==> src/rtl/pipeline_hazard_ctrl_pkg.sv <==
// Shared definitions for the pipeline hazard controller: opcodes,
// mul/div sequencing state encoding and register constants.
package pipeline_hazard_ctrl_pkg;

  localparam logic [6:0] OPCODE_LOAD   = 7'b0000011;
  localparam logic [6:0] OPCODE_BRANCH = 7'b1100011;
  localparam logic [6:0] OPCODE_JAL    = 7'b1101111;
  localparam logic [6:0] OPCODE_JALR   = 7'b1100111;
  localparam logic [6:0] OPCODE_OP     = 7'b0110011;
  localparam logic [6:0] OPCODE_OP_32  = 7'b0111011;

  localparam logic [4:0] REG_X0 = 5'd0;

  typedef enum logic {
    ST_IDLE = 1'b0,
    ST_BUSY = 1'b1
  } md_state_e;

endpackage

==> src/rtl/pipeline_hazard_ctrl_loaduse.sv <==
// Pure comparator: flags an ID instruction that reads the destination of a
// load currently in EX. Writes to x0 never create a dependency.
module hazard_loaduse_detect
  import pipeline_hazard_ctrl_pkg::*;
(
  input  logic [4:0] rs1_ID,
  input  logic [4:0] rs2_ID,
  input  logic       uses_rs1_ID,
  input  logic       uses_rs2_ID,
  input  logic [4:0] rd_EX,
  input  logic       is_load_EX,
  output logic       o_hazard
);

  logic w_rs1_hit;
  logic w_rs2_hit;

  assign w_rs1_hit = uses_rs1_ID && (rs1_ID == rd_EX);
  assign w_rs2_hit = uses_rs2_ID && (rs2_ID == rd_EX);
  assign o_hazard  = is_load_EX && (rd_EX != REG_X0) && (w_rs1_hit || w_rs2_hit);

endmodule

==> src/rtl/pipeline_hazard_ctrl.sv <==
// Stall/flush controller for IF/ID/EX: branch flush, mul/div hold-and-
// handshake sequencing with timeout, and load-use bubble insertion.
module pipeline_hazard_ctrl
  import pipeline_hazard_ctrl_pkg::*;
#(
  parameter int MD_TIMEOUT = 127
) (
  input  logic       clk,
  input  logic       reset,
  input  logic [4:0] rs1_ID,
  input  logic [4:0] rs2_ID,
  input  logic       uses_rs1_ID,
  input  logic       uses_rs2_ID,
  input  logic [4:0] rd_EX,
  input  logic       is_load_EX,
  input  logic       is_md_EX,
  input  logic       branch_taken_EX,
  input  logic       md_done,
  output logic       stall_IF,
  output logic       stall_ID,
  output logic       stall_EX,
  output logic       flush_ID,
  output logic       flush_EX,
  output logic       md_start,
  output logic       md_abort,
  output logic       md_error,
  output logic       state_o
);

  localparam int CW = $clog2(MD_TIMEOUT + 1);

  md_state_e         r_state, w_state_nxt;
  logic [CW-1:0]     r_cnt, w_cnt_nxt;
  logic              r_err, w_err_nxt;
  logic              w_lu_hazard;
  logic              w_timeout;
  logic              w_stall_if, w_stall_id, w_stall_ex;
  logic              w_flush_id, w_flush_ex;
  logic              w_start, w_abort;

  hazard_loaduse_detect u_lu (
    .rs1_ID      (rs1_ID),
    .rs2_ID      (rs2_ID),
    .uses_rs1_ID (uses_rs1_ID),
    .uses_rs2_ID (uses_rs2_ID),
    .rd_EX       (rd_EX),
    .is_load_EX  (is_load_EX),
    .o_hazard    (w_lu_hazard)
  );

  assign w_timeout = (r_cnt == CW'(MD_TIMEOUT));

  always_ff @(posedge clk or negedge reset) begin
    if (!reset) begin
      r_state <= ST_IDLE;
      r_cnt   <= '0;
      r_err   <= 1'b0;
    end else begin
      r_state <= w_state_nxt;
      r_cnt   <= w_cnt_nxt;
      r_err   <= w_err_nxt;
    end
  end

  always_comb begin
    w_state_nxt = r_state;
    w_cnt_nxt   = '0;
    w_err_nxt   = r_err;
    w_stall_if  = 1'b0;
    w_stall_id  = 1'b0;
    w_stall_ex  = 1'b0;
    w_flush_id  = 1'b0;
    w_flush_ex  = 1'b0;
    w_start     = 1'b0;
    w_abort     = 1'b0;
    unique case (r_state)
      ST_IDLE: begin
        if (branch_taken_EX) begin
          w_flush_id = 1'b1;
          w_flush_ex = 1'b1;
        end else if (is_md_EX) begin
          w_start     = 1'b1;
          w_stall_if  = 1'b1;
          w_stall_id  = 1'b1;
          w_stall_ex  = 1'b1;
          w_state_nxt = ST_BUSY;
        end else if (w_lu_hazard) begin
          w_stall_if = 1'b1;
          w_stall_id = 1'b1;
          w_flush_ex = 1'b1;
        end
      end
      ST_BUSY: begin
        // Release cycles drop all stalls so EX captures and advances at this edge.
        if (branch_taken_EX) begin
          w_flush_id  = 1'b1;
          w_flush_ex  = 1'b1;
          w_abort     = 1'b1;
          w_state_nxt = ST_IDLE;
        end else if (md_done) begin
          w_state_nxt = ST_IDLE;
        end else if (w_timeout) begin
          w_abort     = 1'b1;
          w_err_nxt   = 1'b1;
          w_state_nxt = ST_IDLE;
        end else begin
          w_stall_if = 1'b1;
          w_stall_id = 1'b1;
          w_stall_ex = 1'b1;
          w_cnt_nxt  = r_cnt + CW'(1);
        end
      end
      default: w_state_nxt = ST_IDLE;
    endcase
  end

  // Combinational outputs are forced low while reset is held.
  assign stall_IF = reset & w_stall_if;
  assign stall_ID = reset & w_stall_id;
  assign stall_EX = reset & w_stall_ex;
  assign flush_ID = reset & w_flush_id;
  assign flush_EX = reset & w_flush_ex;
  assign md_start = reset & w_start;
  assign md_abort = reset & w_abort;
  assign md_error = r_err;
  assign state_o  = (r_state == ST_BUSY);

endmodule

==> config.mk <==
export PLATFORM = sky130hd
export DESIGN_NAME = pipeline_hazard_ctrl
export DESIGN_NICKNAME = d
export VERILOG_FILES = /design/src/rtl/pipeline_hazard_ctrl_pkg.sv /design/src/rtl/pipeline_hazard_ctrl_loaduse.sv /design/src/rtl/pipeline_hazard_ctrl.sv
export SDC_FILE = /design/constraint.sdc
export NUM_CORES = 1
export LEC_CHECK = 0
export CORE_AREA = 3 3 40 42
export DETAILED_ROUTE_END_ITERATION = 6
export DIE_AREA = 0 0 43 45
export DONT_BUFFER_PORTS = 1
export SYNTH_ARGS = -nofsm -noshare
export SYNTH_HDL_FRONTEND = slang
export SYNTH_SLANG_ARGS = --single-unit
==> constraint.sdc <==
create_clock -name clk -period 2.46 [get_ports clk]
set_input_delay 0.492 -clock clk [delete_from_list [all_inputs] [get_ports clk]]
set_output_delay 0.492 -clock clk [all_outputs]
set_load 0.01 [all_outputs]
After elaboration in Yosys (flattened, before gate mapping)
Index checks and enable logic that the tools add are counted.
- bits in registers: 9
- equal/unequal tests: 3
- bitwise logic cells: 9
- reduce and logical (&&, ||, !) cells: 7
- $add $sub $neg: 1
- mux-type cells: 23
- operator list (cell ; count):
    7-bit two-way mux ; 4
    1-bit two-way mux ; 16
    5-bit equality test ; 2
    7-bit by 1-bit adder with 7-bit output (second input constant) ; 1
    7-bit equality test (second input constant) ; 1
    1-bit bitwise AND ; 6
    1-bit case mux with 2 select lines ; 3
    5-bit nonzero test ; 1
    1-bit logical AND ; 4
    4-bit AND reduction ; 1
    1-bit inverter ; 3
    1-bit logical OR ; 1

Logic depth before layout (Yosys ltp)
Gate-level depths: netlist (run 1).
- word-level depth: 9
- depth in mapped cells: 6
- gate-level depth less buffers: 5

By module
A second synthesis (run 1) with hierarchy kept.
- cells, all modules: 67
- area total of the unflattened synthesis: 596.8 um^2
- modules (own cells, without submodules) (module ; cells each ; sequential area each (um^2) ; area an instance (um^2) ; times used):
    pipeline_hazard_ctrl ; 50 ; 225.2 ; 462.9 ; 1
    hazard_loaduse_detect ; 17 ; 0.0 ; 133.9 ; 1

Least setup slack after synthesis (run 1)
Ideal clock, no wire load.
- path kind: flip-flop to output port
- start: register r_cnt[0]
- end: output port stall_IF
- arrival: 1504 ps
- cell stages (with the launch flop): 7
- setup slack: 464 ps
- buffers on the path: 1
- path through: dfrtp_1 ha_1 and3_1 nand4_1 a31oi_1 o22ai_1 buf_4
- word-level cells in the longest chain between the ends: 6
- RTL lines (item ; line ; source):
    start, declared ; pipeline_hazard_ctrl.sv:33 ; logic [CW-1:0] r_cnt, w_cnt_nxt;
    start signal, assigned ; pipeline_hazard_ctrl.sv:60 ; r_cnt <= w_cnt_nxt;
    7-bit equality test ; pipeline_hazard_ctrl.sv:51 ; assign w_timeout = (r_cnt == CW'(MD_TIMEOUT));
    1-bit two-way mux (3 in series) ; n/a ;
    1-bit case mux with 2 select lines ; n/a ;
    1-bit bitwise AND ; n/a ;
    end, declared ; pipeline_hazard_ctrl.sv:19 ; output logic stall_IF,
No other way between the ends.

Final worst setup path (run 1)
- start: register r_cnt[0]
- end: output port stall_ID
- word-level cells in the longest chain between the ends: 6
- RTL lines (item ; line ; source):
    7-bit equality test ; pipeline_hazard_ctrl.sv:51 ;
    1-bit two-way mux ; pipeline_hazard_ctrl.sv:102 ; end else if (w_timeout) begin
    1-bit two-way mux ; pipeline_hazard_ctrl.sv:100 ; end else if (md_done) begin
    1-bit two-way mux ; pipeline_hazard_ctrl.sv:95 ; if (branch_taken_EX) begin
    1-bit case mux with 2 select lines ; pipeline_hazard_ctrl.sv:76 ; unique case (r_state)
    1-bit bitwise AND ; pipeline_hazard_ctrl.sv:119 ; assign stall_ID = reset & w_stall_id;
    end, declared ; pipeline_hazard_ctrl.sv:20 ; output logic stall_ID,
No other way between the ends.

==> impl_metrics.toml, run 1 <==
[status]
status = "completed"

[die]
die_w_um = 43
dieHeight_um = 45
initial_core_util_pct = 46.54
core_area_sq_mm = 0.001285
dieArea_sq_mm = 0.001935
rows = 13
pin_count = 32

[global_routing]
first_global_vias = 470
antenna_found_initial = 0
grt_overflow = 0
track_usage_pct = 13.65
grt_pass1_wl_mm = 1.932
grt_start_max_net_pins = 10

[hold_path]
whs_path_depth = 1
min_to = "state_o"
hold_path.class = "primary input to flip-flop"
hold_start = "branch_taken_EX"

[synthesis]
synthAdderAreaFrac_pct = 2.092
yosys-top-cells-count = "12 x nor2_1, 10 x xor2_1, 9 x dfrtp_1, 5 x xnor2_1"
synthXorXnorAreaFrac_pct = 21.97
synth.distinct_cells = 24
syn-num-nets = 89
synthSimpleGateAreaFrac_pct = 23.22
yosys_warnings = 0
syn_area_sq_um = 598.1
synth_seq_area_share_pct = 37.66
postSynthAreaPerCell_sq_um = 9.201
synth_top_area_share_pct = 37.66
synth_top_family_by_area = "simple AND/OR/NAND/NOR gates"
yosysMostFrequentCell = "nor2_1"
synth_mux_area_share_pct = 0
synth_compound_area_share_pct = 11.92
synth_ff_type = "dfrtp_1"
ys_ff_latch = 9
synthCells = 65
async_reset_ff_share_pct = 100.0
yosys-top-cells-area = "dfrtp_1 38%, xor2_1 15%, nor2_1 7.5%"
synth_edf_count = 0
yosys.area.top_type = "dfrtp_1"

[routing]
vias = 474
final_antenna_net_count = 0
drt-pass1-iter-count = 3
via_per_inst = 5.643
drc = 0
drtIter0Drc = 3
wirelength_mm = 1.121
wl_per_cell_um = 13.35

[timing]
report.final.slew_viol_count = 0
min_period_over_period_pct = 92.56
skew_ps = 1.170
layout_min_cycle_time_ps = 2277
fmax_mhz = 439.2
fin_ws_ps = 183.0
hold_viol = 0
slew_headroom_pct = 68.76
holdWs_ps = 352.2
setup_viol = 0
rsz0062_at_grt = "no"
setup_tns_ps = 0
worstMarginPinSlew_ps = 475.5

[layout]
final_cell_count_no_fill = 84
fin_util_pct = 50.24
fillers = 128
drive_gt1_share_pct = 7.246
final_area_sq_um = 645.6
multi_input_area_sq_um = 354.1
area_growth_pct = 7.950
final_nets = 94
layout.area.seq_sq_um = 225.2
antenna_cells = 0

[clocking]
htree_num_levels = 1
cts.sinks = 9
cts_resized = 0
clock_latency_ps = 260
cts_tree = "built"
cts_hold_buf = 1
clockRootBuffer = "clkbuf_4"
post-cts-setup-buffers = 0
cts_made_buffers = 3
clkSlewWorstSetupHoldPaths_ps = 60
cts_buffer_depth = 2

[power_and_ir_drop]
power_leakage_nw = 0.2828
p_per_area_mw_per_mm2 = 468.7
peakVddDrop_mv = 0.2919
total_power_mw = 0.3026

[placed_design]
hpwlAfterDp_um = 921.9
placed_area_sq_um = 609.3
pre_cts_ws_ps = 421.2
portBuffers = 0
gp_congestion = 0.7669
place_inst = 79

[critical_path]
reg2reg_to = "state_o"
regToRegStartpoint = "r_cnt[0]"
critPathLaunchType = "flip-flop"
crit_path_max_fanout = 4
cp_data_arrival_time_ps = 1780
critPathCaptureType = "output pin"
reg2regPathDepth = 5
rrSetupSlack_ps = 960
critical_path_class = "flip-flop to output pin"
required_ps = 1970

[job]
maxCapViolations = 0
==> how the worst max path moves through the flow <==
stage,start,end,slack (ps),depth (start not counted)
after global routing,r_cnt[0],stall_ID,50,5
after CTS,r_cnt[0],stall_ID,160,5
final,r_cnt[0],stall_ID,180,5
after floorplan,r_cnt[0],stall_IF,460,6
after global placement,rd_EX[2],stall_ID,420,4
after detailed placement,rd_EX[2],stall_ID,420,4
==> flip-flops by register name, indices dropped and copies added (netlist names) <==
register  flops
state_o       1
md_error      1
r_cnt         7
==> cells in the final DEF, fill, tap and decap left out, drive strengths merged <==
cell and n:
nor2 12, xor2 10, dfrtp 9, xnor2 5, clkbuf 4, nand3 3
inv 3, and3 2, nand2b 2, o21ai 2, nor4 2, o21bai 2
and2 2, nand4 1, o211a 1, a31oi 1, a32oi 1, or4 1
o2111ai 1, nor3b 1, o22ai 1, nand2 1, ha 1, dlygate4sd3 1
==> per-layer routing <==
metal	share of wire, %	track usage [%]	vias to the layer above
li1	-	-	230
met1	40	14.96	221
met2	47	21.26	19
met3	10	5.179	4
met4	2.5	10.84	0
met5	0	0	-
==> final cells by class <==
cell class | count | area share (%)
inverters | 3 | 1.744
multi-input cells | 52 | 54.85
flip-flops and latches | 9 | 34.88
clock buffers | 4 | 4.070
well taps | 15 | 2.907
repair buffers | 1 | 1.550
==> kinds of logic after synthesis <==
group                    after synthesis
XOR/XNOR                              15
AO/OA/AOI/OAI                          9
flip-flops                             9
buffers and inverters                  4
AND/OR/NAND/NOR                       27
adder cells (fa/ha/maj)                1
==> critical path: stages, from the launching register on <==
cell and delay, ps:
dfrtp_1 380, ha_1 220, and3_1 220, nand4_1 160, a31oi_1 130, o22ai_1 420
==> where the power goes <==
part	internal (mW)	switching, mW
sequential	0.150	0.00381
combinational	0.0177	0.0199
clock	0.0623	0.0489
Power figures use the tool's default switching activity.
==> run 2, diff against run 1 <==
--- a/config.mk
+++ b/config.mk
@@ -9,6 +9,7 @@
 export DETAILED_ROUTE_END_ITERATION = 6
 export DIE_AREA = 0 0 43 45
 export DONT_BUFFER_PORTS = 1
+export SETUP_SLACK_MARGIN = 0.3
 export SYNTH_ARGS = -nofsm -noshare
 export SYNTH_HDL_FRONTEND = slang
 export SYNTH_SLANG_ARGS = --single-unit
==> run 2 against run 1 <==
  * Via count up 3.0%
  * Die area unchanged
  * Non-clock buffer count up 2
  * Sequential power hardly changed
  * Wire length is 2.2% higher
  * Sequential share of layout area down 1.8 points
  * Critical path type unchanged
  * Critical endpoint is now md_abort
==> impl_metrics.toml, run 2 (synthesis results as in run 1) <==
[status]
status = "completed"

[critical_path]
critPathLaunchType = "flip-flop"
required_ps = 1970
path_delay_family = "simple AND/OR/NAND/NOR gates"
critical_path.slowest_cell = "dfrtp_1"
crit_path_max_fanout = 3
critPathCaptureType = "output pin"
critPathMaxStageDelay_ps = 360
critPathBufInv = 1
cp_data_arrival_time_ps = 1580
critical_path.cell_chain = "ha_2, and3_4, nand4_1, buf_4, nor2_1, o211a_1"
critical_path_class = "flip-flop to output pin"

[layout]
final_nets = 96
final_cell_mix = "12 x nor2_1, 10 x xor2_1, 9 x dfrtp_1, 5 x xnor2_1"
antenna_cells = 0
top_register = "r_cnt"
drive_gt1_share_pct = 15.49
largest_reg_flops = 7
area_growth_pct = 13.81
final_common_cell = "nor2_1"

[timing]
hold_viol = 0
layout_min_cycle_time_ps = 2074
rsz0062_at_grt = "no"
min_period_over_period_pct = 84.32
slew_headroom_pct = 73.79
worstMarginPinSlew_ps = 391.9
skew_ps = 1.261
fmax_mhz = 482.1
report.final.slew_viol_count = 0
setup_tns_ps = 0
setup_viol = 0

[global_routing]
grt_start_max_net_pins = 10
top_usage_layer = "met2"
antenna_found_initial = 0
grt_pass1_wl_mm = 1.945
grt_util_met1_pct = 14.96
use_met3_pct = 5.179
track_usage_pct = 13.73
use_met2_pct = 21.56
first_global_vias = 475
grt_overflow = 0

[hold_path]
hold_path.class = "primary input to flip-flop"

[die]
core_area_sq_mm = 0.001285
die_w_um = 43
dieHeight_um = 45
rows = 13
initial_core_util_pct = 46.54
pin_count = 32
dieArea_sq_mm = 0.001935

[routing]
vias = 488
wl_per_cell_um = 13.33
drtIter0Drc = 3
drc = 0
final_antenna_net_count = 0
wirelength_mm = 1.146
via_per_inst = 5.674
drt-pass1-iter-count = 4

[clocking]
htree_num_levels = 1
clockRootBuffer = "clkbuf_4"
clock_latency_ps = 260
cts.sinks = 9
clkSlewWorstSetupHoldPaths_ps = 60
cts_made_buffers = 3
cts_buffer_depth = 2
cts_tree = "built"

[placed_design]
portBuffers = 0
hpwlAfterDp_um = 921.9
gp_congestion = 0.7669

[power_and_ir_drop]
peakVddDrop_mv = 0.2923
p_per_area_mw_per_mm2 = 449.5
total_power_mw = 0.3060
power_leakage_nw = 0.2886

[job]
maxCapViolations = 0
[run 2: cell count changes in the layout (fill, tap and decap cells not counted)]
| cell | previous run | this run |
|---|---|---|
| o22ai_2 | 0 | 1 |
| ha_1 | 1 | 0 |
| ha_2 | 0 | 1 |
| o22ai_1 | 1 | 0 |
| a31oi_2 | 0 | 1 |
| a31oi_1 | 1 | 0 |
| and3_1 | 2 | 1 |
| and3_4 | 0 | 1 |
| buf_4 | 0 | 2 |
[run 2: cell type report]
cell class,instances,area [sq um]
fill,120,604.3
inverter,3,11.26
tap,15,18.77
clock buffer,4,26.28
sequential,9,225.2
multi-input combinational,52,374.1
timing repair buffer,3,25.02
[run 2: worst register-to-register path, delay by kind of cell, from the launching register on]
kind            cells  cell delay [ps]
compound gates      1              140
fa+ha+maj           1              190
buf+inv             1              180
flops               1              360
simple gates        3              550
[run 2: power by group]
group	total (mW)	switching (mW)	internal, mW
registers	0.154	0.00398	0.150
clock network	0.111	0.0491	0.0623
logic	0.0406	0.0211	0.0195
[run 2: path summary, 6_finish.rpt]
path / to / slack, ps / startpoint / cells past startpoint
worst min-delay path: state_o / 350 / branch_taken_EX / 1
max in group asynchronous: r_cnt[5] / 1590 / reset / 1
worst max register to register: state_o / 910 / r_cnt[0] / 6
min in group asynchronous: state_o / 590 / reset / 1
worst min register to register: r_cnt[6] / 550 / r_cnt[6] / 2
worst max-delay path: md_abort / 390 / r_cnt[0] / 6
[run 2: timing repair]
action                     4_1_cts  5_1_grt
gates cloned                     0        0
setup buffers                    1        1
pin swaps                        2        1
hold buffers                     1        0
hold endpoints to repair         9        0
resized for setup                1        3
setup endpoints to repair        2        4
[run 2: metal layers]
metal,wire length [um],up-vias
li1,-,235
met2,544,26
met3,123,5
met4,40,0
met5,0,-
met1,438,222
[run 2: through the flow]
stage	hold WS, ps	instances	instance area, sq um	worst slack, ps	utilization [%]
floorplan	196.4	65	598.1	464.1	-
global placement	196.6	79	609.3	418.1	47.42
detailed placement	196.6	79	609.3	421.2	47.42
CTS	351.5	85	659.4	313.0	51.31
global route	360.6	86	680.7	297.2	52.97
finish	350.8	86	680.7	385.8	52.97
==> run 3, diff against run 2 <==
==> constraint.sdc (replaced) <==
create_clock -name clk -period 2.1 [get_ports clk]
set_input_delay 0.42 -clock clk [delete_from_list [all_inputs] [get_ports clk]]
set_output_delay 0.42 -clock clk [all_outputs]
set_load 0.01 [all_outputs]
==> run 3 against run 2 <==
  * Cell area is 4.8% higher
  * Setup slack got worse by 240 ps
  * Clock skew is 4.2 ps higher
  * Via count fell by 1.8%
  * Combinational power increased by 29%
  * Final cell count up 2.3%
  * Power is 18% higher
  * Global-route usage decreased by 0.43 points
  * First-iteration DRC count rose by 67%
  * Critical path type unchanged
==> impl_metrics.toml, run 3 (synthesis results as in run 1) <==
[clocking]
clock_latency_ps = 250
cts_buffer_depth = 2
clockRootBuffer = "clkbuf_4"
clkSlewWorstSetupHoldPaths_ps = 60
cts_tree = "built"
htree_num_levels = 1
cts.sinks = 9
cts_made_buffers = 3

[critical_path]
critPathCaptureType = "output pin"
critPathLaunchType = "flip-flop"
critPathMaxStageDelay_ps = 380
critical_path.cell_chain = "ha_2, and3_4, nand4_1, a31oi_4, o22ai_4"
required_ps = 1680
critical_path_class = "flip-flop to output pin"
critical_path.slowest_cell = "dfrtp_1"
rrSetupSlack_ps = 600
timing.critical_path.from = "r_cnt[1]"
critPathBufInv = 0
regToRegStartpoint = "r_cnt[0]"
crit_path_max_fanout = 4
cp_data_arrival_time_ps = 1540
path_delay_family = "flip-flops"

[power_and_ir_drop]
seqPwrFrac_pct = 50.1
combPwrFrac_pct = 14.4
power_leakage_nw = 0.3004
swShare_pct = 24.23
p_per_area_mw_per_mm2 = 506.8
p_sw_mw = 0.08759
peakVddDrop_mv = 0.3214
p_int_mw = 0.2738
power_frac_clock_pct = 35.5

[routing]
final_antenna_net_count = 0
drtIter0Drc = 5
drt-pass1-iter-count = 4
wl_per_cell_um = 13.01
wirelength_mm = 1.145
drc = 0
vias = 479
via_per_inst = 5.443

[die]
core_area_sq_mm = 0.001285
dieArea_sq_mm = 0.001935
rows = 13
pin_count = 32
dieHeight_um = 45
initial_core_util_pct = 46.54
die_w_um = 43

[job]
maxCapViolations = 0

[global_routing]
grt_start_max_net_pins = 10
grt_pass1_wl_mm = 1.932
grt_overflow = 0
antenna_found_initial = 0
first_global_vias = 500
track_usage_pct = 13.30

[placed_design]
hpwlAfterDp_um = 907.3
pre_cts_ws_ps = 328.1
place_inst = 79
portBuffers = 0
gp_congestion = 0.7340

[timing]
min_period_over_period_pct = 93.14
layout_min_cycle_time_ps = 1956
slew_headroom_pct = 73.24
setup_viol = 0
fmax_mhz = 511.3
fin_ws_ps = 144.0
holdWs_ps = 274.8
rsz0062_at_grt = "yes"
report.final.slew_viol_count = 0
setup_tns_ps = 0
hold_viol = 0
skew_ps = 5.500
worstMarginPinSlew_ps = 400.1

[layout]
layout.area.seq_sq_um = 226.5
final_cell_mix = "12 x nor2_1, 10 x xor2_1, 8 x dfrtp_1, 5 x xnor2_1, 4 x buf_4"
largest_reg_flops = 7
fin_util_pct = 55.50
fillers = 121
final_cell_count_no_fill = 88
top_register = "r_cnt"
multi_input_area_sq_um = 390.4
final_common_cell = "nor2_1"
antenna_cells = 0
final_nets = 98
drive_gt1_share_pct = 19.18
area_growth_pct = 19.25

[status]
status = "completed"

[hold_path]
hold_path.class = "primary input to flip-flop"
hold_start = "branch_taken_EX"
-- run 3: changes by cell type in the layout (fill, tap and decap cells not counted) --
cell	before	now
a31oi_2	1	0
a31oi_4	0	1
buf_4	2	4
dfrtp_1	9	8
dfrtp_2	0	1
o21ai_0	2	1
o21ai_1	0	1
o22ai_2	1	0
o22ai_4	0	1
-- run 3: final cells by class --
type / count / area share, %
Multi-Input combinational cell: 52 / 54.74
Clock buffer: 4 / 3.684
Timing Repair Buffer: 5 / 5.614
Sequential cell: 9 / 31.75
Inverter: 3 / 1.579
Tap cell: 15 / 2.632
-- run 3: path summary, 6_finish.rpt --
kind / cells after the start / endpoint
worst max-delay path: 5 / stall_IF
worst min-delay path: 1 / state_o
worst max register to register: 5 / state_o
worst min register to register: 2 / r_cnt[0]
max in group asynchronous: 1 / state_o
min in group asynchronous: 1 / r_cnt[4]
-- run 3: worst register-to-register path, cell delays in order, from the launching register on --
cell,delay (ps)
dfrtp_1,350
ha_2,180
and3_4,190
nand4_1,200
nand3_1,310
o21ai_0,140
-- run 3: through the flow --
step | total power [mW] | cell area [sq um]
final | 0.3614 | 713.2
after global routing | 0.3880 | 713.2
after CTS | 0.3631 | 688.2
after detailed placement | 0.2243 | 623.1
after global placement | 0.2246 | 623.1
after floorplan | 0.2206 | 611.8
-- run 3: timing repair --
| item | 4_1_cts | 5_1_grt |
|---|---|---|
| endpoints found under the hold margin | 9 | 0 |
| resized for setup | 1 | 3 |
| setup endpoints to repair | 4 | 5 |
| buffers inserted | 3 | 1 |
| hold buffers | 1 | 0 |
| pin swaps | 4 | 1 |
-- run 3: routing by layer --
layer | track usage, % | wire (um) | up-vias | part of all wire, %
met5 | 0 | 0 | - | 0
met4 | 7.229 | 9 | 0 | 0.79
met3 | 3.586 | 119 | 2 | 10
met2 | 23.65 | 549 | 18 | 48
met1 | 14.43 | 468 | 220 | 41
li1 | - | - | 239 | -
-- run 3: power by group through the flow --
stage | Sequential, mW | Combinational [mW] | Clock [mW]
final | 0.181 | 0.0522 | 0.128
after global routing | 0.181 | 0.0588 | 0.148
after CTS | 0.180 | 0.0481 | 0.135
after detailed placement | 0.183 | 0.0410 | 0
after global placement | 0.183 | 0.0413 | 0
after floorplan | 0.183 | 0.0381 | 0
==> edit 1: new RTL, settings of run 1 <==
`MD_TIMEOUT`: 127 -> 254.
--- a/src/rtl/pipeline_hazard_ctrl.sv
+++ b/src/rtl/pipeline_hazard_ctrl.sv
@@ -3,7 +3,7 @@
 module pipeline_hazard_ctrl
   import pipeline_hazard_ctrl_pkg::*;
 #(
-  parameter int MD_TIMEOUT = 127
+  parameter int MD_TIMEOUT = 254
 ) (
   input  logic       clk,
   input  logic       reset,
Check against the original RTL: same outputs for any inputs over 10 cycles, from zero or initial values and one cycle with reset low; that may be too few to reach the edited logic, so the function may still have changed.
==> edit 1 against run 1 <==
- wire length increased by 17%
- total power rose by 18%
- sequential cell count is 1 higher
- setup slack better by 0.018 ns
- synthesized area is 15% higher
- hold slack worse by 0.023 ns
- cell area rose by 17%
- cell count grew 6.0%
==> edit 1: results <==
{
  "synth.top_cells.by_count": "sky130_fd_sc_hd__xor2_1 (13), sky130_fd_sc_hd__dfrtp_1 (10), sky130_fd_sc_hd__nor2_1 (10), sky130_fd_sc_hd__nand3_1 (4), sky130_fd_sc_hd__xnor2_1 (3)",
  "place.gp.congestion": 0.8315,
  "synth.most_common_cell": "sky130_fd_sc_hd__xor2_1",
  "design.final.nets": 100,
  "grt_max_degree": 11,
  "dp_hpwl_um": 1002,
  "globalRouteMet1Util_pct": 16.71,
  "synth_seq_area_share_pct": 36.30,
  "finalNonFillerCells": 89,
  "pre_cts_slack_ns": 0.3658,
  "fillCellCount": 113,
  "post_drt_via_cell_ratio": 5.831,
  "peakVddDrop_uv": 322.9,
  "grt_usage_pct": 14.41,
  "detail_route.iter0.violations": 2,
  "ys_top_cells_by_area": "sky130_fd_sc_hd__dfrtp_1 (36%), sky130_fd_sc_hd__xor2_1 (17%), sky130_fd_sc_hd__nor2_1 (5.4%), sky130_fd_sc_hd__xnor2_1 (3.8%), sky130_fd_sc_hd__ha_1 (3.6%)",
  "synth_nets": 95,
  "grt_pass1_wl_um": 2021,
  "dr.pass1.iters": 2,
  "critical_path.max_fanout": 6,
  "placement.cell_area_um2": 700.7,
  "total_switching_power_w": 0.00008123,
  "post-place-cells": 84,
  "outcome": "finished, final reports clean",
  "worst-r2r-setup-slack_ns": 1.08,
  "post-route-period-util_pct": 91.84,
  "route.detailed.wl_per_inst_um": 14.69,
  "timing.clock.skew_ns": 0.002189,
  "swShare_pct": 22.80,
  "pg_seq_w": 0.000170,
  "pwr.group.clock_w": 0.000148
}
## edit 1: cell count changes after synthesis, sizes merged, moves of 2 or more
cell   delta
nor2      -2
xor2      +3
inv       -2
xnor2     -2
## edit 1: how the worst min path moves through the flow
stage                         start  endpoint  slack (ns)  cells after the start
floorplan                     reset  md_error        0.20                      0
global placement              reset  r_cnt[6]        0.20                      0
detailed placement            reset   state_o        0.20                      0
CTS                 branch_taken_EX   state_o        0.32                      1
global route        branch_taken_EX   state_o        0.32                      1
finish              branch_taken_EX   state_o        0.33                      1
## edit 1: critical path, cell delays in order (launching register included)
cell,delay [ns]
sky130_fd_sc_hd__dfrtp_1,0.43
sky130_fd_sc_hd__inv_1,0.07
sky130_fd_sc_hd__ha_1,0.19
sky130_fd_sc_hd__nand3_1,0.17
sky130_fd_sc_hd__o21bai_1,0.09
sky130_fd_sc_hd__a211o_1,0.30
sky130_fd_sc_hd__o2bb2ai_2,0.25
## edit 1: cell type report
type	instances	area (um2)	area share, %
clock buffers	4	36.28	4.817
repair buffers	1	10.01	1.329
well taps	15	18.77	2.492
multi-input cells	58	434.2	57.64
flip-flops and latches	10	250.2	33.22
inverters	1	3.754	0.4983
## edit 1: routing by layer
| layer | vias up | share of wire, % |
|---|---|---|
| li1 | 254 | - |
| met1 | 236 | 38 |
| met2 | 24 | 47 |
| met5 | - | 0 |
| met4 | 0 | 2.5 |
| met3 | 5 | 12 |
## edit 1: cells by family after synthesis
group / synth area share, %
xor gates and xnor gates: 20.33
adders and majority gates: 3.629
buffers and inverters: 1.633
and+or+nand+nor: 25.23
DFF: 36.30
AOI/OAI and AO/OA: 12.89
## edit 1: timing repair
item | CTS | global route
setup endpoints to repair | 0 | 2
setup buffers | 0 | 0
hold buffers | 1 | 0
resized for setup | 0 | 1
endpoints found under the hold margin | 10 | 0
==> edit 2: new RTL, settings of run 1 <==
Made on the original files. Reset style: synchronous (`reset`), changed in one clocked block.
--- a/src/rtl/pipeline_hazard_ctrl.sv
+++ b/src/rtl/pipeline_hazard_ctrl.sv
@@ -50,7 +50,7 @@
 
   assign w_timeout = (r_cnt == CW'(MD_TIMEOUT));
 
-  always_ff @(posedge clk or negedge reset) begin
+  always_ff @(posedge clk) begin
     if (!reset) begin
       r_state <= ST_IDLE;
       r_cnt   <= '0;
Function: differs if reset is asserted again (counterexample within 4 cycles, from zero or initial values and one cycle with reset low); with reset held inactive, the same outputs for 10 cycles.
==> edit 2 against run 1 <==
- wire length down 10%
- sequential cell count unchanged
- total power down 4.3%
- setup slack worse by 0.0081 ns
- synthesized area down 7.5%
- count of clock-buffer cells in the layout unchanged
- maximum frequency down 0.35%
- cell area down 6.2%
==> edit 2: results <==
{
  "outcome": "finished, final reports clean",
  "timing.clock.skew_ns": 0.001858,
  "via_count": 429,
  "globalRouteMet1Util_pct": 13.63,
  "area_fraction_in_compound_gates_after_synthesis_pct": 13.12,
  "synth.top_cells.by_count": "sky130_fd_sc_hd__xor2_1 (10), sky130_fd_sc_hd__dfxtp_1 (9), sky130_fd_sc_hd__nor2_1 (8), sky130_fd_sc_hd__xnor2_1 (4)",
  "pre_cts_slack_ns": 0.3346,
  "synth_seq_area_share_pct": 32.58,
  "critical_path.startpoint": "r_cnt[0]",
  "synth_async_sr_flop_share_pct": 0,
  "combinationalPowerShare_pct": 11.1,
  "slowest_stage": "sky130_fd_sc_hd__dfxtp_1",
  "detail_route.iter0.violations": 2,
  "peakVddDrop_uv": 282.7,
  "synth_nets": 86,
  "finalWirelength_um": 1008,
  "power_report.internal_total_w": 0.0002257,
  "power_frac_clock_pct": 37.6,
  "place.gp.congestion": 0.6345,
  "syn_area_per_cell_um2": 8.920,
  "top_signal_layer_used": "met3",
  "first_global_vias": 425,
  "critical-path-max-stage-delay_ns": 0.35,
  "design.final.nets": 92,
  "dp_hpwl_um": 883.4,
  "met3_length_um": 90,
  "swShare_pct": 22.03,
  "grt_pass1_wl_um": 1711,
  "layout-drive-gt1-share_pct": 10.45,
  "fillCellCount": 129,
  "post-place-cells": 78,
  "critical_path.max_fanout": 6
}
-- edit 2: changes by cell type in the layout (fill, tap and decap cells not counted), moves of 2 or more --
| cell | before | now |
|---|---|---|
| sky130_fd_sc_hd__o21ai_0 | 2 | 0 |
| sky130_fd_sc_hd__nor2_1 | 12 | 8 |
| sky130_fd_sc_hd__dfrtp_1 | 9 | 0 |
| sky130_fd_sc_hd__a21oi_1 | 0 | 2 |
| sky130_fd_sc_hd__dfxtp_1 | 0 | 9 |
| sky130_fd_sc_hd__buf_4 | 0 | 2 |
-- edit 2: final timing paths --
kind                            endpoint  slack (ns)
worst min register to register  r_cnt[0]        0.46
worst max register to register  md_error        0.99
worst max-delay path            stall_IF        0.17
worst min-delay path            md_error        0.36
-- edit 2: area by class of cell --
type / count / share of cell area [%]
Inverter: 3 / 1.860
Multi-Input combinational cell: 49 / 58.47
Clock buffer: 4 / 4.339
Sequential cell: 9 / 29.75
Tap cell: 15 / 3.099
Timing Repair Buffer: 2 / 2.479
